**src/rtl/tog_sync_src.sv**
```systemverilog
// Source-side launcher for a toggle synchronizer: registers one word, strobes pulse_out,
// and holds the word until the far side acknowledges or a timeout expires.
module tog_sync_src #(
  parameter int unsigned N           = 8,
  parameter int unsigned HOLD_CYCLES = 6,
  parameter int unsigned TIMEOUT     = 64
) (
  input  logic         clkA,
  input  logic         rst_n,
  input  logic         enaA,
  input  logic         in_valid,
  input  logic [N-1:0] in_data,
  output logic         in_ready,
  output logic [N-1:0] data_out,
  output logic         pulse_out,
  input  logic         ack_in,
  output logic         busy,
  output logic         err_timeout,
  output logic [7:0]   xfer_count
);

  localparam int unsigned CW = $clog2(TIMEOUT + 1);
  localparam logic [CW-1:0] HoldLast    = CW'(HOLD_CYCLES - 1);
  localparam logic [CW-1:0] TimeoutLast = CW'(TIMEOUT - 1);

  typedef enum logic [1:0] {StIdle, StLaunch, StWait} state_e;

  state_e        state_q, state_d;
  logic [N-1:0]  data_q, data_d;
  logic [7:0]    xfer_q, xfer_d;
  logic          err_q, err_d;
  logic [CW-1:0] cnt_q, cnt_d;
  logic          ack_seen_q, ack_seen_d;

  always_ff @(posedge clkA or negedge rst_n) begin
    if (!rst_n) begin
      state_q    <= StIdle;
      data_q     <= '0;
      xfer_q     <= '0;
      err_q      <= 1'b0;
      cnt_q      <= '0;
      ack_seen_q <= 1'b0;
    end else begin
      state_q    <= state_d;
      data_q     <= data_d;
      xfer_q     <= xfer_d;
      err_q      <= err_d;
      cnt_q      <= cnt_d;
      ack_seen_q <= ack_seen_d;
    end
  end

  always_comb begin
    state_d    = state_q;
    data_d     = data_q;
    xfer_d     = xfer_q;
    err_d      = err_q;
    cnt_d      = cnt_q;
    ack_seen_d = ack_seen_q;
    if (enaA) begin
      case (state_q)
        StIdle: begin
          if (in_valid) begin
            data_d  = in_data;
            xfer_d  = xfer_q + 8'd1;
            state_d = StLaunch;
          end
        end
        StLaunch: begin
          state_d    = StWait;
          cnt_d      = '0;
          ack_seen_d = 1'b0;
        end
        StWait: begin
          // An ack coinciding with the last timeout cycle takes priority over the error.
          if ((ack_in || ack_seen_q) && (cnt_q >= HoldLast)) begin
            state_d = StIdle;
          end else if (cnt_q == TimeoutLast) begin
            state_d = StIdle;
            err_d   = 1'b1;
          end else begin
            cnt_d      = cnt_q + CW'(1);
            ack_seen_d = ack_seen_q | ack_in;
          end
        end
        default: state_d = StIdle;
      endcase
    end
  end

  always_comb begin
    in_ready    = enaA && (state_q == StIdle);
    pulse_out   = (state_q == StLaunch);
    busy        = (state_q != StIdle);
    data_out    = data_q;
    err_timeout = err_q;
    xfer_count  = xfer_q;
  end

endmodule

```
**config.mk**
```make
export PLATFORM = sky130hd
export DESIGN_NAME = tog_sync_src
export DESIGN_NICKNAME = d
export VERILOG_FILES = /design/src/rtl/tog_sync_src.sv
export SDC_FILE = /design/constraint.sdc
export NUM_CORES = 1
export LEC_CHECK = 0
export ABC_AREA = 0
export CORE_AREA = 2 2 53 50
export CTS_CLUSTER_SIZE = 25
export DETAILED_ROUTE_END_ITERATION = 7
export DIE_AREA = 0 0 55 52
export DONT_BUFFER_PORTS = 1
export PLACE_DENSITY = 0.74
export SYNTH_ARGS = -nofsm -noshare
export SYNTH_HDL_FRONTEND = slang
export SYNTH_SLANG_ARGS = --single-unit
```
**constraint.sdc**
```tcl
create_clock -name clkA -period 2.3 [get_ports clkA]
set_input_delay 0.46 -clock clkA [delete_from_list [all_inputs] [get_ports clkA]]
set_output_delay 0.46 -clock clkA [all_outputs]
set_load 0.1 [all_outputs]
```
Yosys cells after proc, flatten, opt, wreduce, memory -nomap -nowiden
Cells that the tools add are included.
Storage, ports and cells
  logic and storage cells: 38
  register bits: 27
  output and inout bits: 20
  input bits: 13
Cells by class
  $lt $le $gt $ge: 1
  bitwise logic cells: 2
  $add $sub $neg: 2
  equal/unequal tests: 7
  multiplexer cells: 10
  reductions and logical operators: 10
Operators with widths (count)
  two-way mux 7 bit: 2
  one-hot mux 7 bit (2 select lines): 1
  adder 8 x 1 -> 8 bit, second input constant: 1
  AND reduction 4 bit: 2
  adder 7 x 1 -> 7 bit, second input constant: 1
  == test 7 x 6 -> 1 bit, second input constant: 1
  greater-or-equal comparator 7 x 3 -> 1 bit, second input constant: 1
  two-way mux 2 bit: 3
  inequality test 2 bit, second input constant: 3
  one-hot mux 2 bit (3 select lines): 1
  AND reduction 3 bit: 2
  nonzero test 2 bit: 2
  inequality test 3 bit, second input constant: 1
  == test 2 x 1 -> 1 bit, second input constant: 1
  == test 2 bit, second input constant: 1
  logical AND 1 bit: 2
  logical NOT 2 bit: 1
  two-way mux 1 bit: 2
  one-hot mux 1 bit (2 select lines): 1
  logical OR 1 bit: 1
  inverter 1 bit: 1
  bitwise OR 1 bit: 1

Depth between registers and ports, before layout
  word-level depth: 4
  gate-level depth with buffers: 7

Worst setup path after synthesis
No wires, ideal clock.
  kind: reg-to-reg
  start: reg state_q[0]
  end: reg xfer_q[1], in the netlist xfer_count[1]
  setup time: 0.128 ns
  path buffers: 0
  arrival: 2.276 ns
  cell stages (with the launch flop): 6
  slack: -0.104 ns
  clock period less this slack: 2.404 ns
  path through: dfrtp_1 -> inv_1 -> ha_1 -> and2_1 -> nand2_1 -> mux2_1
On the way
  cells in the longest elaborated chain, start to end: 2
RTL lines
  start, declared: RTL line 28  | state_e state_q, state_d;
  start signal, assigned: RTL line 37  | state_q <= StIdle;
  start signal, assigned: RTL line 44  | state_q <= state_d;
  logical NOT 2 bit: RTL line 61  | case (state_q)
  AND reduction 3 bit (no line)
  end signal, assigned: RTL line 46  | xfer_q <= xfer_d;
  end, declared: RTL line 30  | logic [7:0] xfer_q, xfer_d;
No other way between the ends.
A chain may end at the register's enable or synchronous reset.

Final worst setup path
  start: reg state_q[0]
  end: out in_ready
On the way
  cells in the longest elaborated chain, start to end: 2
RTL lines
  logical NOT 2 bit: RTL line 92  | in_ready = enaA && (state_q == StIdle);
  logical AND 1 bit: RTL line 92
  end, declared: RTL line 13  | output logic in_ready,
No other way between the ends.

==> metrics <==
status=finished clean; FF+latch count, synth=27; die footprint=2860 µm²; max_cap viols=0; initial antenna violation count=0; largest net degree at the start of global routing=28; Initial Utilization=56.9%; Tot GR Track Use=21.8%; Congestion Overflow GR=0; post-DP HPWL=1.96 mm; setup TNS=0 ns; H-tree depth=1; # hold bufs at CTS=2; Initial DRC Count=19; Placer Congestion=0.832; share of cells above drive strength 1=17.4%; Resize count post-CTS=0; Storage cell area=676 µm²; CTS tree=yes; RSZ-0062 raised after global routing=false; WL final=2.62 mm; drt wl/cell=16.4 µm; DRT antenna net count=0; met3 WL=182 µm; vias in the first global route=979; Worst Path Required=1.84 ns; Worst Path Arrival=1.53 ns; most frequent cells in the layout=dfrtp_1 (27), buf_4 (12), mux2_1 (10); Worst-Skew Late Latency=0.32 ns; Die Width=55 µm; count of input and output buffers=0; final setup vio count=0; DR pass1 iterations=4; Max Freq=502 MHz; Setup Fix Bufs, Post-CTS=0; yosys warns=0; Filler cells=187; final worst-path cycle share=86.6%; Final Slew Violations=0; Die H=52 µm; area grow syn2layout=13.3%; Worst-path clk slew=0.14 ns; register area share after synthesis=50.8%; Worst Max-Slew Pin Slew=0.901 ns; critical path type=reg -> out; final hold vios=0; vias=975; DR WL met2=1.32 mm; clock skew=0.00248 ns; CP Max Fanout=4; DRT met1 WL=1.07 mm; syn avg cell area=11.5 µm²; min cycle time layout=1.99 ns; num rows=17; first-pass GRT wire length=4.40 mm; Final #Nets=152; top sig layer=met4; Post-Syn Instances=116; commonest non-fill, non-tap cell in the layout=dfrtp_1; area of the multi-input gates=628 µm²; CTS Sinks=27; clk root buf=clkbuf_4; CP endpoint kind=primary output; Core Box Area=2340 µm²; Slew headroom=39.9%; ANT cells=0; crit start category=register; HP Class=in -> reg; Post-Syn Area=1330 µm²; IO Pins=33; Vias/cell=6.09; DRC viols=0; Yosys cell types=33; Num CTS Buffers=3; Clock Path Buffers=2; syn nets=135
==> logic make-up (layout without fill, tap and decap cells) <==
family                   after synthesis  count (layout)  synth area share, %
buffers and inverters                  7              23                 2.16
multiplexers                          13              13                 10.7
AND/OR/NAND/NOR                       40              40                 17.6
XOR/XNOR                               7               7                 4.61
flip-flops                            27              27                 50.8
adder cells (fa/ha/maj)                6               6                 5.64
AO/OA/AOI/OAI                         16              16                 8.55
==> layer usage <==
metal  GRT usage (%)  vias up
li1                -      455
met3            6.32        7
met5               0        -
met4            9.35        0
met1            25.5      469
met2            36.5       44
==> Yosys cell counts <==
library cell,count,area share [%]
nor2_1,6,1.7
nand4_1,3,1.4
o22ai_1,1,0.47
o2111ai_1,1,0.66
o211ai_1,1,0.56
buf_2,2,0.75
nand2b_1,4,1.9
inv_1,4,1.1
nand2_1,9,2.5
ha_1,6,5.6
and4_1,1,0.66
xnor2_1,4,2.6
mux2_1,10,8.5
dfrtp_1,27,51
a21oi_1,3,1.1
nand3_1,6,2.3
o311ai_1,3,2.0
xor2_1,3,2.0
nor3_2,1,0.75
mux2i_1,3,2.3
a32o_1,1,0.75
nor4_2,2,1.9
o21ai_1,2,0.75
inv_2,1,0.28
o41ai_1,1,0.66
and2_1,1,0.47
or4_1,1,0.56
or3_1,2,0.94
a31o_1,1,0.66
a21boi_1,1,0.56
nor3_1,3,1.1
o21ai_0,1,0.38
nor3b_4,1,1.4
==> worst max-delay path: stages (launching register included) <==
cell and delay, ns:
dfrtp_1 0.41, inv_1 0.11, ha_1 0.23, and2_2 0.17
buf_4 0.29
==> cell type report <==
type                            count  area share [%]
Tap cell                           28            2.32
Inverter                            5            1.24
Sequential cell                    27            44.8
Clock inverter                      1           0.498
Clock buffer                        3            1.49
Multi-Input combinational cell     82            41.7
Timing Repair Buffer               14            7.97
==> metrics by stage <==
step	worst slack, ns	utilization (%)	cell area, µm²	hold slack [ns]	cells
global route	0.210	64.4	1510	0.221	160
global placement	0.537	61.9	1450	0.165	154
finish	0.308	64.4	1510	0.251	160
floorplan	0.315	-	1330	0.164	116
detailed placement	0.471	61.9	1450	0.165	154
CTS	0.296	64.4	1510	0.238	160
==> flip-flops by register name, indices dropped and copies added (netlist names) <==
signal       count
ack_seen_q       1
err_timeout      1
data_out         8
state_q          2
cnt_q            7
xfer_count       8
==> path summary, 6_finish.rpt <==
kind | cells after the start | slack [ns] | startpoint | to
min in group asynchronous | 2 | 0.56 | rst_n | xfer_count[0]
hold / removal | 1 | 0.25 | in_data[6] | data_out[6]
setup reg to reg | 6 | 0.43 | cnt_q[0] | cnt_q[5]
max in group asynchronous | 2 | 1.59 | rst_n | cnt_q[1]
setup / recovery | 4 | 0.31 | state_q[0] | in_ready
hold reg to reg | 1 | 0.53 | xfer_count[6] | xfer_count[6]
Power is left out: the tool's default activity adds up to more than one toggle a clock period on the data nets, which glitch-free logic cannot reach.
